### src/rtl/tree_adder_pkg.sv
`timescale 1ns/1ps
`default_nettype none
// ============================================================================
// Module   : tree_adder_pkg
// Purpose  : Shared definitions for the tree-adder family: sequencer state
//            encoding, slice-width and index-width helpers.
// Revision : 1.0 - initial release
// ============================================================================
package tree_adder_pkg;

  // Sequencer state encoding
  typedef enum logic [1:0] {
    IDLE = 2'd0,
    RUN  = 2'd1,
    DONE = 2'd2
  } state_t;

  // One slice position is reserved for the carry-in, so a slice adds
  // ADDER_SIZE-1 operand bits.
  function automatic int slice_w(input int adder_size);
    return adder_size - 1;
  endfunction

  // Width of the slice index counter
  function automatic int idx_w(input int words);
    return $clog2(words);
  endfunction

endpackage
`default_nettype wire

### src/rtl/brent_kung.sv
`timescale 1ns/1ps
`default_nettype none
// ============================================================================
// Module   : brent_kung
// Purpose  : Parallel-prefix adder slice. Operands are ADDER_SIZE-1 bits; the
//            carry-in occupies prefix position 0. Bits are ripple-combined
//            inside groups of GROUP_SIZE, and group generate/propagate terms
//            are combined by a Brent-Kung tree of at most LEV levels (any
//            remaining span is chained across tree blocks).
// Revision : 1.0 - initial release
// ============================================================================
module brent_kung #(
  parameter int ADDER_SIZE = 16,
  parameter int GROUP_SIZE = 4,
  parameter int LEV        = 3
) (
  input  logic [ADDER_SIZE-2:0] a,
  input  logic [ADDER_SIZE-2:0] b,
  input  logic                  cin,
  output logic [ADDER_SIZE-2:0] sum,
  output logic                  cout
);

  localparam int c_NG  = ADDER_SIZE / GROUP_SIZE;
  localparam int c_GL  = ($clog2(c_NG) < LEV) ? $clog2(c_NG) : LEV;
  localparam int c_BLK = 1 << c_GL;

  logic [ADDER_SIZE-1:0] w_gen;
  logic [ADDER_SIZE-1:0] w_prop;
  logic [ADDER_SIZE-1:0] w_lg;
  logic [ADDER_SIZE-1:0] w_lp;
  logic [c_NG-1:0]       w_tg;
  logic [c_NG-1:0]       w_tp;
  logic [ADDER_SIZE-1:1] w_carry;

  // Bit-level generate/propagate; position 0 carries cin as a pure generate
  assign w_gen  = {a & b, cin};
  assign w_prop = {a ^ b, 1'b0};

  // Ripple prefix from each group's first bit up to every bit in the group
  always_comb begin
    w_lg = '0;
    w_lp = '0;
    for (int g = 0; g < c_NG; g++) begin
      for (int k = 0; k < GROUP_SIZE; k++) begin
        if (k == 0) begin
          w_lg[g*GROUP_SIZE] = w_gen[g*GROUP_SIZE];
          w_lp[g*GROUP_SIZE] = w_prop[g*GROUP_SIZE];
        end else begin
          w_lg[g*GROUP_SIZE+k] = w_gen[g*GROUP_SIZE+k] |
                                 (w_prop[g*GROUP_SIZE+k] & w_lg[g*GROUP_SIZE+k-1]);
          w_lp[g*GROUP_SIZE+k] = w_prop[g*GROUP_SIZE+k] & w_lp[g*GROUP_SIZE+k-1];
        end
      end
    end
  end

  // Brent-Kung tree over groups: up-sweep, chain across blocks, down-sweep
  always_comb begin
    w_tg = '0;
    w_tp = '0;
    for (int g = 0; g < c_NG; g++) begin
      w_tg[g] = w_lg[g*GROUP_SIZE+GROUP_SIZE-1];
      w_tp[g] = w_lp[g*GROUP_SIZE+GROUP_SIZE-1];
    end
    for (int l = 0; l < c_GL; l++) begin
      for (int i = 0; i < c_NG; i++) begin
        if (((i + 1) % (2 << l)) == 0) begin
          w_tg[i] = w_tg[i] | (w_tp[i] & w_tg[i-(1<<l)]);
          w_tp[i] = w_tp[i] & w_tp[i-(1<<l)];
        end
      end
    end
    for (int k = 2; k <= c_NG / c_BLK; k++) begin
      w_tg[k*c_BLK-1] = w_tg[k*c_BLK-1] | (w_tp[k*c_BLK-1] & w_tg[k*c_BLK-1-c_BLK]);
      w_tp[k*c_BLK-1] = w_tp[k*c_BLK-1] & w_tp[k*c_BLK-1-c_BLK];
    end
    for (int l = c_GL - 1; l >= 0; l--) begin
      for (int i = 0; i < c_NG; i++) begin
        if ((((i + 1) % (2 << l)) == (1 << l)) && (i >= (2 << l))) begin
          w_tg[i] = w_tg[i] | (w_tp[i] & w_tg[i-(1<<l)]);
          w_tp[i] = w_tp[i] & w_tp[i-(1<<l)];
        end
      end
    end
  end

  // Carry into each bit: group-local prefix seeded by the previous group's carry
  always_comb begin
    w_carry = '0;
    for (int p = 1; p < ADDER_SIZE; p++) begin
      if ((p % GROUP_SIZE) == 0) begin
        w_carry[p] = w_tg[p/GROUP_SIZE-1];
      end else if (p < GROUP_SIZE) begin
        w_carry[p] = w_lg[p-1];
      end else begin
        w_carry[p] = w_lg[p-1] | (w_lp[p-1] & w_tg[p/GROUP_SIZE-1]);
      end
    end
  end

  assign sum  = w_prop[ADDER_SIZE-1:1] ^ w_carry;
  assign cout = w_tg[c_NG-1];

endmodule
`default_nettype wire

### src/rtl/bk_wide_add_seq.sv
`timescale 1ns/1ps
`default_nettype none
// ============================================================================
// Module   : bk_wide_add_seq
// Purpose  : Wide adder that reuses one brent_kung slice over WORDS cycles,
//            least-significant slice first, with a registered carry chain.
//            Valid/ready on both sides, one operation in flight.
// Options  : BK_SEQ_SUB_EN - adds in_sub; when set, computes A-B.
// Revision : 1.0 - initial release
// ============================================================================
module bk_wide_add_seq
  import tree_adder_pkg::*;
#(
  parameter int ADDER_SIZE = 16,
  parameter int GROUP_SIZE = 4,
  parameter int LEV        = 3,
  parameter int WORDS      = 4
) (
  input  logic                                   clk,
  input  logic                                   rst_n,
  input  logic                                   in_valid,
  output logic                                   in_ready,
  input  logic [WORDS*slice_w(ADDER_SIZE)-1:0]   in_a,
  input  logic [WORDS*slice_w(ADDER_SIZE)-1:0]   in_b,
  input  logic                                   in_cin,
`ifdef BK_SEQ_SUB_EN
  input  logic                                   in_sub,
`endif
  output logic                                   out_valid,
  input  logic                                   out_ready,
  output logic [WORDS*slice_w(ADDER_SIZE)-1:0]   out_sum,
  output logic                                   out_cout
);

  localparam int c_W  = slice_w(ADDER_SIZE);
  localparam int c_N  = WORDS * c_W;
  localparam int c_IW = idx_w(WORDS);

  state_t            r_state;
  state_t            w_next;
  logic [c_N-1:0]    r_a;
  logic [c_N-1:0]    r_b;
  logic              r_carry;
  logic [c_IW-1:0]   r_idx;
  logic [c_N-1:0]    r_sum;
  logic              r_cout;

  logic              w_accept;
  logic              w_last;
  logic [c_N-1:0]    w_b_load;
  logic              w_cin_load;
  logic [c_W-1:0]    w_sa;
  logic [c_W-1:0]    w_sb;
  logic [c_W-1:0]    w_ssum;
  logic              w_scout;

  assign w_accept = (r_state == IDLE) && in_valid;
  assign w_last   = (r_idx == c_IW'(WORDS - 1));

`ifdef BK_SEQ_SUB_EN
  // Subtraction is A + ~B + 1; the caller's carry-in is ignored in that mode
  assign w_b_load   = in_sub ? ~in_b : in_b;
  assign w_cin_load = in_sub ? 1'b1 : in_cin;
`else
  assign w_b_load   = in_b;
  assign w_cin_load = in_cin;
`endif

  // Operand slice selected by the running index
  assign w_sa = r_a[r_idx*c_W +: c_W];
  assign w_sb = r_b[r_idx*c_W +: c_W];

  brent_kung #(
    .ADDER_SIZE (ADDER_SIZE),
    .GROUP_SIZE (GROUP_SIZE),
    .LEV        (LEV)
  ) u_slice (
    .a    (w_sa),
    .b    (w_sb),
    .cin  (r_carry),
    .sum  (w_ssum),
    .cout (w_scout)
  );

  // State register
  always_ff @(posedge clk or negedge rst_n) begin
    if (!rst_n) begin
      r_state <= IDLE;
    end else begin
      r_state <= w_next;
    end
  end

  // Next-state logic; no new request is taken in the DONE->IDLE cycle
  always_comb begin
    w_next = r_state;
    case (r_state)
      IDLE:    if (in_valid)  w_next = RUN;
      RUN:     if (w_last)    w_next = DONE;
      DONE:    if (out_ready) w_next = IDLE;
      default:                w_next = IDLE;
    endcase
  end

  // Operand capture on accept, then one slice per cycle into the result
  always_ff @(posedge clk or negedge rst_n) begin
    if (!rst_n) begin
      r_a     <= '0;
      r_b     <= '0;
      r_carry <= 1'b0;
      r_idx   <= '0;
      r_sum   <= '0;
      r_cout  <= 1'b0;
    end else if (w_accept) begin
      r_a     <= in_a;
      r_b     <= w_b_load;
      r_carry <= w_cin_load;
      r_idx   <= '0;
      r_sum   <= '0;
    end else if (r_state == RUN) begin
      r_sum[r_idx*c_W +: c_W] <= w_ssum;
      r_carry                 <= w_scout;
      r_idx                   <= r_idx + c_IW'(1);
      if (w_last) begin
        r_cout <= w_scout;
      end
    end
  end

  assign in_ready  = (r_state == IDLE);
  assign out_valid = (r_state == DONE);
  assign out_sum   = r_sum;
  assign out_cout  = r_cout;

endmodule
`default_nettype wire

### config.mk
export PLATFORM = sky130hd
export DESIGN_NAME = bk_wide_add_seq
export DESIGN_NICKNAME = d
export VERILOG_FILES = /design/src/rtl/tree_adder_pkg.sv /design/src/rtl/brent_kung.sv /design/src/rtl/bk_wide_add_seq.sv
export SDC_FILE = /design/constraint.sdc
export NUM_CORES = 1
export LEC_CHECK = 0
export ABC_CLOCK_PERIOD_IN_PS = 4400
export CAP_MARGIN = 5
export CORE_MARGIN = 2
export CORE_UTILIZATION = 45
export DETAILED_ROUTE_END_ITERATION = 7
export DONT_BUFFER_PORTS = 1
export PLACE_DENSITY = 0.68
export SETUP_SLACK_MARGIN = 0.5
export SYNTH_ARGS = -nofsm -noshare
export SYNTH_HDL_FRONTEND = slang
export SYNTH_SLANG_ARGS = --single-unit
### constraint.sdc
create_clock -name clk -period 4.4 [get_ports clk]
set_input_delay 0.44 -clock clk [delete_from_list [all_inputs] [get_ports clk]]
set_output_delay 0.44 -clock clk [all_outputs]
set_load 0.005 [all_outputs]
==> impl_results.md <==
* Final setup viols at 0
* Share of post-route cells with drive strength above 1 at 0.0935
* Port Buffers at 0
* Reg power frac at 0.345
* Area leader, netlist: dfrtp_1
* P_int at 4.89 mW
* I/O pins at 188
* Reg clk slew, reported paths at 0.07 ns
* Fin util at 0.507
* Final min period at 3.73 ns
* CTS tree: done
* Clk sink count at 186
* Commonest register cell after synthesis: dfrtp_1
* RePlAce Congestion at 0.840
* Pwr/cell area at 939 nW/um2
* Max_cap viols at 0
* Clk Latency, worst-skew pair at 0.43 ns
* Top-area cell type share of the netlist area at 0.559
* Synth cell count leaders: 406 x nand2_1, 186 x dfrtp_1, 39 x o21ai_0
* Status: complete, but fails checks
* Worst hold margin at -0.289 ns
* Worst-Margin Slew at 0.988 ns
* Initial Util at 0.462
* Reg2reg path depth at 11
* Setup crit end kind: register
* Post-Route WL at 20.8 mm
* Grt total ovfl at 0
* Site Rows at 49
* Ys Warns at 0
* RSZ-0062 raised after global routing: yes
* CP Data Arrival Time at 4.05 ns
* Worst Setup Start Kind: register
* Reg2reg end: out_sum[11]
* Core box area at 18000 um2
* Worst rel slew slack at 0.336
* Seq/Total Area, Yosys at 0.559
* Switching fraction of total power at 0.431
* Worst-case clock buffer depth at 2
* Die area at 19600 um2
* Post-synth EDFFs at 0
* Area Growth Syn to Fin at 9.78%
* Unique masters post-synth at 39
* Via density at 5.42
* DRC at 0
* Hold Vio Cnt, Final at 186
* Max Freq at 268 MHz
* VDD IR-drop max at 0.622 mV
* DP Wirelength at 14.8 mm
* Routed vias at 5821
* Fin crit share at 0.848
* Crit path max fanout at 9
* Starting DRT DRC Count at 543
* H-tree Lvls at 4
* Final max-slew violation count at 0
* RR Startpoint: r_idx[0]
* Leakage at 4.57 nW
* Clk pwr share at 0.175
* FF+latch count, synth at 186
* Req. time, crit path at 4.72 ns
* Detail Route Antenna Nets at 0
* R2r setup slk at 0.67 ns
* Setup TNS at 0 ns
* Drt wl/cell at 19.4 um
* Sw Pwr at 3.69 mW
* Async S/R FF share, synth at 1.00
* Syn avg cell area at 9.86 um2
* Post-route cell area at 9130 um2
* Cell Area, Synth at 8320 um2
* Initial antenna violation count at 0
* Total track usage at 0.216
* Die height at 140 um
* Setup CP Type: register to register
* Cts bufs inserted at 17
* Vias in the first global route at 5823
* Cells after Synth at 844
* Layout Nets at 980
* Diodes inserted at 0
* First-pass GRT wire length at 32.4 mm
* Overall Power at 8.58 mW
* Largest net degree at the start of global routing at 187
* Failing checks: negative hold slack
* 1st-pass router iterations at 5
* Comb pwr share at 0.480
* Clk Tree Root Cell: clkbuf_16
* Placed cell area at 8530 um2
* Classification of the worst-slack hold path: input port to asynchronous set/reset pin
* Die X at 140 um
* Top post-synthesis cells by area: dfrtp_1 56%, nand2_1 18%, mux4_2 8.1%, a22o_1 2.5%, ha_1 2.4%
* Net Count, Synth at 991
* Worst Skew at 0.00869 ns
* Most frequent cell after synthesis: nand2_1
cell type report:
class,count,area (um2)
fill,1645,8890
sequential,186,4660
clock inverter,11,123
timing repair buffer,12,90.1
tap,229,287
clock buffer,20,447
inverter,15,56.3
multi-input combinational,601,3470
power by group through the flow:
stage / logic [mW] / clock network [mW] / registers, mW
after detailed placement: 4.02 / 0 / 3.00
after floorplan: 2.94 / 0 / 2.78
after global routing: 4.56 / 1.59 / 3.05
after global placement: 3.94 / 0 / 2.98
after CTS: 4.08 / 1.52 / 2.98
final: 4.12 / 1.50 / 2.96
through the flow:
step / instances / setup slack, ns
final: 1074 / 0.667
after global routing: 1074 / 0.481
after global placement: 1041 / 0.555
after detailed placement: 1041 / 0.449
after CTS: 1072 / 0.568
after floorplan: 844 / 0.739
how the worst max path moves through the flow:
stage,cells past startpoint,from,slack [ns],end
6_report,11,r_idx[0],0.67,out_sum[11]
5_1_grt,11,r_idx[0],0.48,out_sum[26]
4_1_cts,13,r_idx[0],0.57,out_sum[8]
3_5_place_dp,12,r_idx[0],0.45,out_sum[42]
3_3_place_gp,12,r_idx[0],0.56,out_sum[27]
2_1_floorplan,12,r_idx[1],0.74,out_sum[11]
registers in the layout, summed over array words and instances, names as in the netlist:
signal / flops
r_b: 60
out_sum: 60
r_a: 60
out_cout: 1
r_idx: 2
r_carry: 1
r_state: 2
what timing repair did:
action | CTS | global route
hold endpoints to repair | 186 | 186
setup endpoints to repair | 4 | 12
resized for setup | 2 | 2
cloned | 0 | 0
buffers inserted | 0 | 2
pin swaps | 0 | 1
routing by layer:
metal	track usage	wire length, um	vias up
li1	-	-	2754
met1	0.289	8690	2840
met2	0.343	10100	201
met3	0.0626	1580	26
met4	0.0732	434	0
met5	0	0	-
cells in the final DEF (no fill, tap or decap), types with 2 or more instances in the layout:
master and instances:
nand2b_1 4, nor3_1 9, and3_1 3, inv_1 15, bufinv_16 2, a21o_1 3, ha_1 16, a21oi_1 10
clkinv_2 3, nand2_1 405, and4_1 2, a22o_1 24, nor2_1 11, buf_4 12, clkbuf_1 2, dfrtp_1 185
nor2b_1 2, nand4_1 3, nand3_1 4, a211oi_1 4, clkbuf_16 17, o31ai_1 4, clkinvlp_4 4, mux4_2 30
o21a_1 2, a221oi_1 2, fa_1 6, o21ai_0 39, mux2i_1 2
cells by family after synthesis:
| group | after synthesis | synth area share |
|---|---|---|
| fa+ha+maj | 22 | 0.0385 |
| simple gates | 451 | 0.214 |
| compound gates | 92 | 0.0737 |
| xor+xnor | 3 | 0.00316 |
| mux | 33 | 0.0850 |
| buf+inv | 57 | 0.0265 |
| flops | 186 | 0.559 |
critical path, cell delays in order, from the launching register on:
cell and delay (ns):
dfrtp_4 0.53, buf_4 0.19, mux4_2 0.32, inv_1 0.05, fa_1 0.41, fa_1 0.48, nand2b_1 0.23, a2111oi_2 0.38
nor2_2 0.10, or2b_1 0.23, fa_1 0.47, a22o_1 0.23
(Power assumes the default switching activity.)
